[src/rtl/decode_pkg.sv]
// Shared definitions for the decode stage.
// Contents: RV32I major opcodes, one-hot ALU operation codes,
// mem_hb access-size encodings, the decoded-word record and a
// helper that turns funct3 into a one-hot ALU op.
package decode_pkg;

  typedef enum logic [6:0] {
    OPC_LOAD     = 7'h03,
    OPC_MISC_MEM = 7'h0F,
    OPC_OP_IMM   = 7'h13,
    OPC_AUIPC    = 7'h17,
    OPC_STORE    = 7'h23,
    OPC_OP       = 7'h33,
    OPC_LUI      = 7'h37,
    OPC_BRANCH   = 7'h63,
    OPC_JALR     = 7'h67,
    OPC_JAL      = 7'h6F,
    OPC_SYSTEM   = 7'h73
  } opcode_e;

  // One-hot ALU op, bit index equals funct3
  localparam logic [7:0] ALU_ADD  = 8'h01;
  localparam logic [7:0] ALU_SLL  = 8'h02;
  localparam logic [7:0] ALU_SLT  = 8'h04;
  localparam logic [7:0] ALU_SLTU = 8'h08;
  localparam logic [7:0] ALU_XOR  = 8'h10;
  localparam logic [7:0] ALU_SR   = 8'h20;
  localparam logic [7:0] ALU_OR   = 8'h40;
  localparam logic [7:0] ALU_AND  = 8'h80;

  localparam logic [1:0] MEM_HB_BYTE = 2'b00;
  localparam logic [1:0] MEM_HB_HALF = 2'b01;
  localparam logic [1:0] MEM_HB_WORD = 2'b10;

  typedef struct packed {
    logic [31:0] instruction;
    logic [31:0] pc;
    logic [4:0]  rd_ptr;
    logic [31:0] rs1;
    logic [31:0] rs2;
    logic [31:0] imm;
    logic [7:0]  funct3I;
    logic [6:0]  funct7;
    logic        alu_src;
    logic        reg_we;
    logic        mem_we;
    logic        mem_re;
    logic [1:0]  mem_hb;
    logic        mem_ul;
    logic        redirect;
    logic [31:0] redirect_pc;
    logic        illegal;
  } dec_t;

  function automatic logic [7:0] alu_onehot(input logic [2:0] funct3);
    return ALU_ADD << funct3;
  endfunction

endpackage

[src/rtl/decode_if.sv]
// Decode stage bus: fetched word, pipeline control, writeback port
// and the registered decode results.
// slave  : used by the decode block (consumes *_i, drives *_o)
// master : used by the surrounding pipeline / testbench
interface decode_if;
  logic [31:0] instruction_i;
  logic [31:0] program_pointer_i;
  logic        stall_i;
  logic        flush_i;
  logic [31:0] wb_rd_i;
  logic [4:0]  wb_rd_ptr_i;
  logic        wb_reg_we_i;

  logic [31:0] instruction_o;
  logic [31:0] program_pointer_o;
  logic [4:0]  rd_ptr_o;
  logic [31:0] rs1_o;
  logic [31:0] rs2_o;
  logic [31:0] imm_o;
  logic [7:0]  funct3I_o;
  logic [6:0]  funct7_o;
  logic        alu_src_o;
  logic        reg_we_o;
  logic        mem_we_o;
  logic        mem_re_o;
  logic [1:0]  mem_hb_o;
  logic        mem_ul_o;
  logic        redirect_o;
  logic [31:0] redirect_pc_o;
  logic        illegal_o;

  modport slave (
    input  instruction_i, program_pointer_i, stall_i, flush_i,
           wb_rd_i, wb_rd_ptr_i, wb_reg_we_i,
    output instruction_o, program_pointer_o, rd_ptr_o, rs1_o, rs2_o, imm_o,
           funct3I_o, funct7_o, alu_src_o, reg_we_o, mem_we_o, mem_re_o,
           mem_hb_o, mem_ul_o, redirect_o, redirect_pc_o, illegal_o
  );

  modport master (
    output instruction_i, program_pointer_i, stall_i, flush_i,
           wb_rd_i, wb_rd_ptr_i, wb_reg_we_i,
    input  instruction_o, program_pointer_o, rd_ptr_o, rs1_o, rs2_o, imm_o,
           funct3I_o, funct7_o, alu_src_o, reg_we_o, mem_we_o, mem_re_o,
           mem_hb_o, mem_ul_o, redirect_o, redirect_pc_o, illegal_o
  );
endinterface

[src/rtl/decode_regfile.sv]
// 32x32 integer register file with two read ports and one write port.
// Ports: clk_i, rst_ni (async, active-low, clears all registers),
//        rs1/rs2 read address + data, wr_addr/wr_data/wr_en write port.
// x0 always reads 0 and ignores writes. A write in the same cycle as a
// read of the same register is forwarded to the read port.
module regfile (
  input  logic        clk_i,
  input  logic        rst_ni,
  input  logic [4:0]  rs1_addr_i,
  input  logic [4:0]  rs2_addr_i,
  output logic [31:0] rs1_data_o,
  output logic [31:0] rs2_data_o,
  input  logic [4:0]  wr_addr_i,
  input  logic [31:0] wr_data_i,
  input  logic        wr_en_i
);
  logic [31:0] regs_q [32];

  always_ff @(posedge clk_i or negedge rst_ni) begin
    if (!rst_ni) begin
      for (int i = 0; i < 32; i++) regs_q[i] <= '0;
    end else if (wr_en_i && (wr_addr_i != 5'd0)) begin
      regs_q[wr_addr_i] <= wr_data_i;
    end
  end

  assign rs1_data_o = (rs1_addr_i == 5'd0) ? 32'd0 :
                      (wr_en_i && (wr_addr_i == rs1_addr_i)) ? wr_data_i :
                      regs_q[rs1_addr_i];
  assign rs2_data_o = (rs2_addr_i == 5'd0) ? 32'd0 :
                      (wr_en_i && (wr_addr_i == rs2_addr_i)) ? wr_data_i :
                      regs_q[rs2_addr_i];
endmodule

[src/rtl/decode.sv]
// RV32I decode stage: combinational decode of the fetched word feeding
// one output register. Resolves branches and jumps here (redirect_o).
// Ports: clk_i, rst_ni (async, active-low) and the decode_if slave bus
// carrying instruction/pc, stall/flush, writeback and decoded outputs.
// A cleared output register is a bubble (no enables, no redirect).
module decode
  import decode_pkg::*;
(
  input  logic     clk_i,
  input  logic     rst_ni,
  decode_if.slave  bus
);
  logic [31:0] instr, pc;
  logic [2:0]  funct3;
  logic [31:0] rs1_val, rs2_val;
  logic signed [31:0] rs1_s, rs2_s;
  logic [31:0] imm_i, imm_s, imm_b, imm_u, imm_j;
  logic        bubble, illegal, taken;
  dec_t        dec_d, dec_q;

  assign instr  = bus.instruction_i;
  assign pc     = bus.program_pointer_i;
  assign funct3 = instr[14:12];
  assign rs1_s  = rs1_val;
  assign rs2_s  = rs2_val;

  assign imm_i = {{20{instr[31]}}, instr[31:20]};
  assign imm_s = {{20{instr[31]}}, instr[31:25], instr[11:7]};
  assign imm_b = {{19{instr[31]}}, instr[31], instr[7], instr[30:25], instr[11:8], 1'b0};
  assign imm_u = {instr[31:12], 12'b0};
  assign imm_j = {{11{instr[31]}}, instr[31], instr[19:12], instr[20], instr[30:21], 1'b0};

  regfile u_regfile (
    .clk_i      (clk_i),
    .rst_ni     (rst_ni),
    .rs1_addr_i (instr[19:15]),
    .rs2_addr_i (instr[24:20]),
    .rs1_data_o (rs1_val),
    .rs2_data_o (rs2_val),
    .wr_addr_i  (bus.wb_rd_ptr_i),
    .wr_data_i  (bus.wb_rd_i),
    .wr_en_i    (bus.wb_reg_we_i)
  );

  always_comb begin
    dec_d             = '0;
    bubble            = 1'b0;
    illegal           = 1'b0;
    taken             = 1'b0;
    dec_d.instruction = instr;
    dec_d.pc          = pc;
    dec_d.rd_ptr      = instr[11:7];
    dec_d.rs1         = rs1_val;
    dec_d.alu_src     = 1'b1;
    dec_d.funct3I     = ALU_ADD;
    case (instr[6:0])
      OPC_OP: begin
        dec_d.rs2     = rs2_val;
        dec_d.funct3I = alu_onehot(funct3);
        dec_d.funct7  = instr[31:25];
        dec_d.alu_src = 1'b0;
        dec_d.reg_we  = 1'b1;
      end
      OPC_OP_IMM: begin
        dec_d.imm     = imm_i;
        dec_d.funct3I = alu_onehot(funct3);
        // Only shifts carry meaning in the upper immediate bits
        if (funct3 == 3'b001 || funct3 == 3'b101) dec_d.funct7 = instr[31:25];
        dec_d.reg_we  = 1'b1;
      end
      OPC_LOAD: begin
        dec_d.imm    = imm_i;
        dec_d.reg_we = 1'b1;
        dec_d.mem_re = 1'b1;
        dec_d.mem_hb = funct3[1:0];
        dec_d.mem_ul = funct3[2];
      end
      OPC_STORE: begin
        dec_d.imm    = imm_s;
        dec_d.rs2    = rs2_val;
        dec_d.mem_we = 1'b1;
        dec_d.mem_hb = funct3[1:0];
      end
      OPC_LUI: begin
        dec_d.rs1    = '0;
        dec_d.imm    = imm_u;
        dec_d.reg_we = 1'b1;
      end
      OPC_AUIPC: begin
        dec_d.rs1    = pc;
        dec_d.imm    = imm_u;
        dec_d.reg_we = 1'b1;
      end
      OPC_JAL, OPC_JALR: begin
        // Link value pc+4 is computed by the ALU from rs1=pc, imm=4
        dec_d.rs1         = pc;
        dec_d.imm         = 32'd4;
        dec_d.reg_we      = 1'b1;
        dec_d.redirect    = 1'b1;
        dec_d.redirect_pc = (instr[6:0] == OPC_JAL) ? (pc + imm_j)
                                                    : ((rs1_val + imm_i) & ~32'd1);
      end
      OPC_BRANCH: begin
        dec_d.rs2     = rs2_val;
        dec_d.imm     = imm_b;
        dec_d.funct3I = '0;
        case (funct3)
          3'b000:  taken = (rs1_val == rs2_val);
          3'b001:  taken = (rs1_val != rs2_val);
          3'b100:  taken = (rs1_s < rs2_s);
          3'b101:  taken = (rs1_s >= rs2_s);
          3'b110:  taken = (rs1_val < rs2_val);
          3'b111:  taken = (rs1_val >= rs2_val);
          default: illegal = 1'b1;
        endcase
        if (taken) begin
          dec_d.redirect    = 1'b1;
          dec_d.redirect_pc = pc + imm_b;
        end
      end
      OPC_MISC_MEM, OPC_SYSTEM: bubble = 1'b1;
      default: illegal = 1'b1;
    endcase
    if (instr[11:7] == 5'd0) dec_d.reg_we = 1'b0;
    if (bubble || illegal) begin
      dec_d         = '0;
      dec_d.illegal = illegal;
    end
  end

  // ---- output register stage ----
  // A redirect in the register means the word now presented is on the
  // wrong path, so the next load is replaced by a bubble.
  always_ff @(posedge clk_i or negedge rst_ni) begin
    if (!rst_ni) begin
      dec_q <= '0;
    end else if (bus.flush_i) begin
      dec_q <= '0;
    end else if (!bus.stall_i) begin
      dec_q <= dec_q.redirect ? '0 : dec_d;
    end
  end

  assign bus.instruction_o     = dec_q.instruction;
  assign bus.program_pointer_o = dec_q.pc;
  assign bus.rd_ptr_o          = dec_q.rd_ptr;
  assign bus.rs1_o             = dec_q.rs1;
  assign bus.rs2_o             = dec_q.rs2;
  assign bus.imm_o             = dec_q.imm;
  assign bus.funct3I_o         = dec_q.funct3I;
  assign bus.funct7_o          = dec_q.funct7;
  assign bus.alu_src_o         = dec_q.alu_src;
  assign bus.reg_we_o          = dec_q.reg_we;
  assign bus.mem_we_o          = dec_q.mem_we;
  assign bus.mem_re_o          = dec_q.mem_re;
  assign bus.mem_hb_o          = dec_q.mem_hb;
  assign bus.mem_ul_o          = dec_q.mem_ul;
  assign bus.redirect_o        = dec_q.redirect;
  assign bus.redirect_pc_o     = dec_q.redirect_pc;
  assign bus.illegal_o         = dec_q.illegal;
endmodule

[src/flat_wrapper.sv]
// flat-port wrapper written by rule: the top's interface ports become plain ports
module decode_flat import decode_pkg::*;
  (clk_i, rst_ni, bus_instruction_i, bus_program_pointer_i, bus_stall_i, bus_flush_i, bus_wb_rd_i, bus_wb_rd_ptr_i, bus_wb_reg_we_i, bus_instruction_o, bus_program_pointer_o, bus_rd_ptr_o, bus_rs1_o, bus_rs2_o, bus_imm_o, bus_funct3I_o, bus_funct7_o, bus_alu_src_o, bus_reg_we_o, bus_mem_we_o, bus_mem_re_o, bus_mem_hb_o, bus_mem_ul_o, bus_redirect_o, bus_redirect_pc_o, bus_illegal_o);
  decode_if bus_i ();
  input  logic clk_i;
  input  logic rst_ni;
  input wire logic [$bits(bus_i.instruction_i)-1:0] bus_instruction_i;
  input wire logic [$bits(bus_i.program_pointer_i)-1:0] bus_program_pointer_i;
  input wire logic [$bits(bus_i.stall_i)-1:0] bus_stall_i;
  input wire logic [$bits(bus_i.flush_i)-1:0] bus_flush_i;
  input wire logic [$bits(bus_i.wb_rd_i)-1:0] bus_wb_rd_i;
  input wire logic [$bits(bus_i.wb_rd_ptr_i)-1:0] bus_wb_rd_ptr_i;
  input wire logic [$bits(bus_i.wb_reg_we_i)-1:0] bus_wb_reg_we_i;
  output wire logic [$bits(bus_i.instruction_o)-1:0] bus_instruction_o;
  output wire logic [$bits(bus_i.program_pointer_o)-1:0] bus_program_pointer_o;
  output wire logic [$bits(bus_i.rd_ptr_o)-1:0] bus_rd_ptr_o;
  output wire logic [$bits(bus_i.rs1_o)-1:0] bus_rs1_o;
  output wire logic [$bits(bus_i.rs2_o)-1:0] bus_rs2_o;
  output wire logic [$bits(bus_i.imm_o)-1:0] bus_imm_o;
  output wire logic [$bits(bus_i.funct3I_o)-1:0] bus_funct3I_o;
  output wire logic [$bits(bus_i.funct7_o)-1:0] bus_funct7_o;
  output wire logic [$bits(bus_i.alu_src_o)-1:0] bus_alu_src_o;
  output wire logic [$bits(bus_i.reg_we_o)-1:0] bus_reg_we_o;
  output wire logic [$bits(bus_i.mem_we_o)-1:0] bus_mem_we_o;
  output wire logic [$bits(bus_i.mem_re_o)-1:0] bus_mem_re_o;
  output wire logic [$bits(bus_i.mem_hb_o)-1:0] bus_mem_hb_o;
  output wire logic [$bits(bus_i.mem_ul_o)-1:0] bus_mem_ul_o;
  output wire logic [$bits(bus_i.redirect_o)-1:0] bus_redirect_o;
  output wire logic [$bits(bus_i.redirect_pc_o)-1:0] bus_redirect_pc_o;
  output wire logic [$bits(bus_i.illegal_o)-1:0] bus_illegal_o;
  assign bus_i.instruction_i = bus_instruction_i;
  assign bus_i.program_pointer_i = bus_program_pointer_i;
  assign bus_i.stall_i = bus_stall_i;
  assign bus_i.flush_i = bus_flush_i;
  assign bus_i.wb_rd_i = bus_wb_rd_i;
  assign bus_i.wb_rd_ptr_i = bus_wb_rd_ptr_i;
  assign bus_i.wb_reg_we_i = bus_wb_reg_we_i;
  assign bus_instruction_o = bus_i.instruction_o;
  assign bus_program_pointer_o = bus_i.program_pointer_o;
  assign bus_rd_ptr_o = bus_i.rd_ptr_o;
  assign bus_rs1_o = bus_i.rs1_o;
  assign bus_rs2_o = bus_i.rs2_o;
  assign bus_imm_o = bus_i.imm_o;
  assign bus_funct3I_o = bus_i.funct3I_o;
  assign bus_funct7_o = bus_i.funct7_o;
  assign bus_alu_src_o = bus_i.alu_src_o;
  assign bus_reg_we_o = bus_i.reg_we_o;
  assign bus_mem_we_o = bus_i.mem_we_o;
  assign bus_mem_re_o = bus_i.mem_re_o;
  assign bus_mem_hb_o = bus_i.mem_hb_o;
  assign bus_mem_ul_o = bus_i.mem_ul_o;
  assign bus_redirect_o = bus_i.redirect_o;
  assign bus_redirect_pc_o = bus_i.redirect_pc_o;
  assign bus_illegal_o = bus_i.illegal_o;
  decode u_core (.clk_i(clk_i), .rst_ni(rst_ni), .bus(bus_i));
endmodule
[config.mk]
export PLATFORM = sky130hd
export DESIGN_NAME = decode_flat
export DESIGN_NICKNAME = d
export VERILOG_FILES = /design/src/rtl/decode_pkg.sv /design/src/rtl/decode_if.sv /design/src/rtl/decode_regfile.sv /design/src/rtl/decode.sv /design/src/flat_wrapper.sv
export SDC_FILE = /design/constraint.sdc
export NUM_CORES = 2
export LEC_CHECK = 0
export CAP_MARGIN = 20
export CORE_AREA = 4 4 377 379
export DETAILED_ROUTE_END_ITERATION = 6
export DIE_AREA = 0 0 381 383
export PLACE_DENSITY = 0.7
export SLEW_MARGIN = 0
export SYNTH_ARGS = -nofsm -noshare
export SYNTH_HDL_FRONTEND = slang
export SYNTH_HIERARCHICAL = 1
export SYNTH_SLANG_ARGS = --single-unit
[constraint.sdc]
create_clock -name clk_i -period 9.9 [get_ports clk_i]
set_clock_uncertainty 0.05 [all_clocks]
set_input_delay 1.98 -clock clk_i [delete_from_list [all_inputs] [get_ports clk_i]]
set_output_delay 1.98 -clock clk_i [all_outputs]
set_load 0.05 [all_outputs]
=== After elaboration in Yosys (flattened, before gate mapping) ===
Cells that the tools add are included.

* Register bits after elaboration: 1245
* Word-level logic and storage cells: 145

* Add/subtract/negate cells: 3
* Magnitude comparators: 8
* Equal/unequal tests: 21
* Shift operators: 1
* Muxes and demuxes: 38
* Bitwise logic cells: 3
* Reductions and logical operators: 22

{| class="wikitable"
|+ Operators with widths
! cell !! number
|-
| bitwise mux 1024 bit || 1
|-
| two-way mux 221 bit || 4
|-
| two-way mux 32 bit || 11
|-
| binary-select mux 32 bit (select 5 bit) || 2
|-
| demux 32 bit (select 5 bit) || 1
|-
| one-hot mux 32 bit (5 select lines) || 1
|-
| adder 32 bit || 3
|-
| one-hot mux 33 bit (2 select lines) || 1
|-
| greater-or-equal comparator 32 bit || 2
|-
| < comparator 32 bit || 2
|-
| one-hot mux 32 bit (2 select lines) || 1
|-
| two-way mux 33 bit || 1
|-
| equality test 32 bit || 1
|-
| != test 32 bit || 1
|-
| equality test 7 bit (second input constant) || 4
|-
| equality test 7 x 6 -> 1 bit (second input constant) || 3
|-
| greater-or-equal comparator 6 bit (second input constant) || 3
|-
| inverter 5 -> 6 bit || 3
|-
| one-hot mux 8 bit (2 select lines) || 1
|-
| zero test 5 bit || 3
|-
| equality test 7 x 5 -> 1 bit (second input constant) || 2
|-
| one-hot mux 7 bit (2 select lines) || 1
|-
| equality test 3 bit (second input constant) || 4
|-
| OR reduction 2 bit || 6
|-
| other kinds (20) || 34
|}

=== Logic depth before layout (Yosys ltp) ===
* Word-level depth: 15
* Depth in mapped cells: 22
* Depth with buffers taken out: 18

=== Modules after synthesis ===
Netlist, hierarchy kept.

{| class="wikitable"
|+ Modules (own cells, without submodules)
! module !! instances !! cells each !! area an instance (um^2) !! seq. area each (um^2)
|-
| regfile || 1 || 3805 || 55255.5 || 25624.6
|-
| decode || 1 || 1442 || 13569.3 || 5405.2
|}

=== Worst setup path before layout ===
No wires, ideal clock.

* Path kind: input to register
* Start point: input bus_instruction_i[15]
* End point: register u_core.dec_q (netlist bit u_core/bus.redirect_pc_o[30])
* Library setup time: 129 ps
* Data arrival time: 5934 ps
* Setup slack: 3787 ps
* Cell stages on the path: 22
* Buffers on the path: 4
* Cell sequence: buf_2 > buf_6 > buf_2 > buf_2 > mux2i_1 > o22ai_1 > a211oi_1 > nand2_1 > a32o_1 > inv_1 > nor2_1 > fa_1 > a21o_1 > a221oi_2 > o21ai_1 > a31o_1 > a41o_4 > a21oi_4 > o311ai_1 > xor2_1 > a221oi_2 > o21ai_1

* Longest elaborated chain between the ends: 15
* Elaborated cells between the ends (all ways): 26

{| class="wikitable"
|+ RTL lines
! item !! RTL line !! text
|-
| start, declared || flat_wrapper.sv:7 || <nowiki>input wire logic [$bits(bus_i.instruction_i)-1:0] bus_instruction_i;</nowiki>
|-
| inverter 5 -> 6 bit (implied by the code) || decode_regfile.sv:29 || <nowiki>regs_q[rs1_addr_i];</nowiki>
|-
| binary-select mux 32 bit (select 5 bit) || decode_regfile.sv:29 ||
|-
| two-way mux 32 bit (implied by the code) (2 in series) || decode_regfile.sv:29 ||
|-
| two-way mux 32 bit || decode_regfile.sv:28 || <nowiki>(wr_en_i && (wr_addr_i == rs1_addr_i)) ? wr_data_i :</nowiki>
|-
| two-way mux 32 bit (*) || decode_regfile.sv:27 || <nowiki>assign rs1_data_o = (rs1_addr_i == 5'd0) ? 32'd0 :</nowiki>
|-
| net u_core.rs1_s[0] || decode.sv:16 || <nowiki>logic signed [31:0] rs1_s, rs2_s;</nowiki>
|-
| greater-or-equal comparator 32 bit, or another cell as far along || decode.sv:113 || <nowiki>3'b111: taken = (rs1_val >= rs2_val);</nowiki>
|-
| one-hot mux 1 bit (6 select lines) || decode.sv:107 || <nowiki>case (funct3)</nowiki>
|-
| two-way mux 1 bit || decode.sv:56 || <nowiki>case (instr[6:0])</nowiki>
|-
| two-way mux 33 bit || decode.sv:116 || <nowiki>if (taken) begin</nowiki>
|-
| one-hot mux 33 bit (2 select lines) (*) || decode.sv:56 ||
|-
| two-way mux 221 bit (*) || decode.sv:125 || <nowiki>if (bubble || illegal) begin</nowiki>
|-
| two-way mux 221 bit (*) || decode.sv:140 || <nowiki>dec_q <= dec_q.redirect ? '0 : dec_d;</nowiki>
|-
| two-way mux 221 bit (*) || decode.sv:139 || <nowiki>end else if (!bus.stall_i) begin</nowiki>
|-
| two-way mux 221 bit (*) || decode.sv:137 || <nowiki>end else if (bus.flush_i) begin</nowiki>
|-
| end signal, assigned || decode.sv:140 ||
|-
| end, declared || decode.sv:19 || <nowiki>dec_t dec_d, dec_q;</nowiki>
|}

Mark *: on every way through the listed nets, which the timed path passes. The rest lies on a longest branch. The select of a mux whose other input is x is not followed.
A chain may end at the register's enable or synchronous reset.

=== Final worst setup path ===
* Start point: input bus_wb_rd_ptr_i[4]
* End point: register u_core.dec_q (netlist bit u_core/bus.redirect_pc_o[27])

* Longest elaborated chain between the ends: 13
* Elaborated cells between the ends (all ways): 24

{| class="wikitable"
|+ RTL lines
! item !! RTL line !! text
|-
| start, declared || flat_wrapper.sv:12 || <nowiki>input wire logic [$bits(bus_i.wb_rd_ptr_i)-1:0] bus_wb_rd_ptr_i;</nowiki>
|-
| equality test 5 bit (*) || decode_regfile.sv:31 || <nowiki>(wr_en_i && (wr_addr_i == rs2_addr_i)) ? wr_data_i :</nowiki>
|-
| logical AND 1 bit (*) || decode_regfile.sv:31 ||
|-
| two-way mux 32 bit (*) || decode_regfile.sv:31 ||
|-
| two-way mux 32 bit (*) || decode_regfile.sv:30 || <nowiki>assign rs2_data_o = (rs2_addr_i == 5'd0) ? 32'd0 :</nowiki>
|-
| net u_core.rs2_s[31] || decode.sv:16 ||
|-
| greater-or-equal comparator 32 bit, or another cell as far along || decode.sv:113 ||
|-
| one-hot mux 1 bit (6 select lines) (*) || decode.sv:107 ||
|-
| two-way mux 1 bit (*) || decode.sv:56 ||
|-
| two-way mux 33 bit (*) || decode.sv:116 ||
|-
| one-hot mux 33 bit (2 select lines) (*) || decode.sv:56 ||
|-
| two-way mux 221 bit (*) || decode.sv:125 ||
|-
| two-way mux 221 bit (*) || decode.sv:140 ||
|-
| two-way mux 221 bit (*) || decode.sv:139 ||
|-
| two-way mux 221 bit (*) || decode.sv:137 ||
|}

Marks and branches as above.

==> results.toml <==
[power]
share_seq_of_total_power_pct = 43.2
power.share.switching_pct = 28.8
p_switching_mw = 4.30
power_leakage_nw = 34.3
power_density_nw_per_um2 = 192
comb_power_share_pct = 21.2
irDropWorstVdd_uv = 187
intPower_mw = 10.6
clkPwrFrac_pct = 35.6

[sta]
maxSlewHeadroom_pct = 15.7
worst-slew-pin-transition_ps = 1260
final_period_minus_worst_setup_slack_ps = 7590
setup_total_negative_slack_ps = 0
grt_setup_unrepaired = "no"
report.final.setup_viol = 0
timing.final.max_slew_violations = 0
timing_hold_violations_final = 0
max_freq_ghz = 0.132
timing.final.crit_share_pct = 76.6

[yosys]
synth_seq_area_share_pct = 45.1
post_syn_instances = 5247
ys_seq_elements = 1240
syn_area_um2 = 68800
ys_async_sr_fraction_pct = 100
mean_cell_area_of_the_mapped_netlist_um2 = 13.1
synth_cell_type_count = 91
synth_flop_cell = "dfrtp_1"
post_synth_edffs = 0
synth_net_count = 5461
synth_warn = 6

[worst_setup_path]
worstPathArrival_ps = 8270
timing.reg2reg.setup_slack_ps = 4670
timing.critical_path.from_type = "primary input"
required_ps = 10580
worst_setup_path_end_kind = "flop"
critical_path_class = "in -> reg"
slowest_cell_on_crit_path = "nor2_1"
timing.critical_path.cells = "clkdlybuf4s50_1 > xor2_1 > nor4_2 > nand3_2 > nor2_1 > a221o_1 > inv_1 > ha_1 > nand4_1 > nor4_1 > nor3b_2 > nand2_1 > nand3_1 > o311ai_1 > a211oi_4 > nand2_2 > nor3_1 > a211o_1"
critical_path_peak_fanout = 19
worst_path_largest_cell_delay_ps = 890

[floorplanning]
rows = 137
die_width_um = 381
die_height_um = 383
floorplan.die_area_um2 = 146000
design.core.area_um2 = 139000
start_util_pct = 49.6
top_level_ports = 327

[clock_network]
root_buffer = "clkbuf_16"
cts_max_path_buffers = 3
cts_num_sinks = 1240
post_cts_hold_buffer_count = 0
path_clk_slew_ps = 60
cts-resized-gates = 0
tritoncts = "yes"
cts_max_level = 4
clk_latency_ps = 800
tritoncts.num_buffers = 136
cts_setup_buffers = 0

[detailed_routing]
via_count = 49800
drt_wl_total_mm = 230
first_iter_violations = 5677
avgRoutedWirePerCell_um = 31.8
drtAntennaViolNets = 0
drt_pass1_iterations = 6
post-route-drc-count = 0
vias_per_cell = 6.87

[run]
maxCapViolations = 0

[placement]
number_of_buffer_cells_added_on_primary_ports = 326
cell_area_after_placement_um2 = 73200
gp_congestion = 0.940
place_hpwl_mm = 145

[cells_and_area]
nets_final = 5542
layout-drive-gt1-share_pct = 33.5
final_core_utilization_pct = 56.1
postLayoutCellArea_um2 = 77900
layout-area-overhead-vs-synth_pct = 13.2

[grt]
busiest_layer = "met2"
grt.overflow.total = 0
grt_pass1_vias = 50100
grt_max_degree = 167
grt.total_usage_pct = 31.1
gr-usage-met2_pct = 47.7
grt_util_met1_pct = 41.7
number_of_antenna_violations_at_the_first_check_in_global_routing = 10
grt_first_pass_wirelength_mm = 339
gr-usage-met3_pct = 8.94

[outcome]
status = "complete, no violations"

[min_path]
hold_path.class = "reg -> reg"
## layer usage
layer | wire length [µm] | part of all wire (%)
met5 | 80 | 0.035
met4 | 10800 | 4.7
met3 | 24500 | 11
met2 | 104000 | 45
met1 | 90900 | 39
## Yosys cell counts, drive strengths merged (39+ instances only)
library cell | number | area share [%]
mux2 | 992 | 16
mux2i | 346 | 5.0
a22oi | 93 | 1.0
a22o | 123 | 1.6
a32o | 39 | 0.57
a21o | 42 | 0.46
dfrtp | 1240 | 45
nand2 | 286 | 1.6
xnor2 | 53 | 0.67
a211oi | 48 | 0.56
o21ai | 164 | 1.2
ha | 105 | 1.9
buf | 265 | 2.5
a21oi | 163 | 1.2
mux4 | 383 | 13
inv | 55 | 0.30
nor2 | 86 | 0.49
o221ai | 42 | 0.53
clkbuf | 264 | 1.4
## path summary, 6_finish.rpt
check                                         startpoint                                to  depth (start not counted)
max in group asynchronous                         rst_ni      u_core/u_regfile/regs_q[680]                          3
setup reg to reg             u_core/u_regfile/regs_q[15]      u_core/bus.redirect_pc_o[27]                         14
setup / recovery                      bus_wb_rd_ptr_i[4]      u_core/bus.redirect_pc_o[27]                         18
min in group asynchronous                         rst_ni  u_core/bus.program_pointer_o[25]                          1
hold / removal             u_core/u_regfile/regs_q[1017]     u_core/u_regfile/regs_q[1017]                          0
hold reg to reg            u_core/u_regfile/regs_q[1017]     u_core/u_regfile/regs_q[1017]                          0
## critical path: cells and delay by family
| family | cells | cell delay (ps) |
|---|---|---|
| buffers and inverters | 2 | 680 |
| xor gates and xnor gates | 1 | 270 |
| and+or+nand+nor | 10 | 3780 |
| AOI/OAI and AO/OA | 4 | 1080 |
| adders and majority gates | 1 | 440 |
## kinds of logic after synthesis
logic type / count (synthesis) / synth area share, %
xor gates and xnor gates: 89 / 1.13
adders and majority gates: 108 / 2.00
DFF: 1240 / 45.1
AOI/OAI and AO/OA: 963 / 10.1
muxes: 1721 / 33.9
buffers and inverters: 585 / 4.22
and+or+nand+nor: 541 / 3.62
## stage by stage
step / power [mW] / hold WS [ps] / std cells / setup WS (ps)
after floorplan: 8.63 / 391 / 5247 / 3790
after global placement: 9.51 / 327 / 6996 / 1980
after detailed placement: 9.63 / 333 / 6996 / 1870
after CTS: 14.9 / 346 / 7239 / 2690
after global routing: 15.5 / 353 / 7241 / 2180
final: 14.9 / 342 / 7245 / 2310
## cell type report
| type | count | area (µm²) |
|---|---|---|
| clock inverter | 43 | 621 |
| inverter | 55 | 206 |
| clock buffer | 200 | 4060 |
| sequential | 1240 | 31000 |
| antenna | 5 | 12.5 |
| timing repair buffer | 473 | 4570 |
| tap | 1807 | 2260 |
| fill | 11200 | 60900 |
| multi-input combinational | 3422 | 35200 |
## cells in the final DEF (no fill, tap or decap), types with 40 or more instances in the layout
cell type and n:
o21ai_0 124, a21oi_1 160, dfrtp_1 1240, clkdlybuf4s50_1 314, xnor2_1 53, a22oi_1 93
clkbuf_16 139, inv_1 55, mux2i_1 346, a22o_1 123, buf_4 133, mux2_2 984
a21o_1 42, nand2_1 269, ha_1 105, nor2_1 64, a211oi_1 45, o221ai_1 42
o21ai_1 40, mux4_2 373
## power groups by stage
| stage | clock, mW | combinational, mW | sequential, mW |
|---|---|---|---|
| 2_1_floorplan | 0 | 2.29 | 6.34 |
| 3_3_place_gp | 0 | 3.05 | 6.46 |
| 3_5_place_dp | 0 | 3.12 | 6.52 |
| 4_1_cts | 5.37 | 3.13 | 6.43 |
| 5_1_grt | 5.59 | 3.39 | 6.54 |
| 6_report | 5.31 | 3.17 | 6.46 |
## flip-flops by register name (all words and copies together), names as in the netlist, 7 cells and up
name                          cells
u_core/u_regfile/regs_q        1024
u_core/bus.imm_o                 32
u_core/bus.instruction_o         32
u_core/bus.program_pointer_o     32
u_core/bus.redirect_pc_o         32
u_core/bus.rs1_o                 32
u_core/bus.rs2_o                 32
u_core/bus.funct3I_o              8
u_core/bus.funct7_o               7
Power figures use the tool's default switching activity.
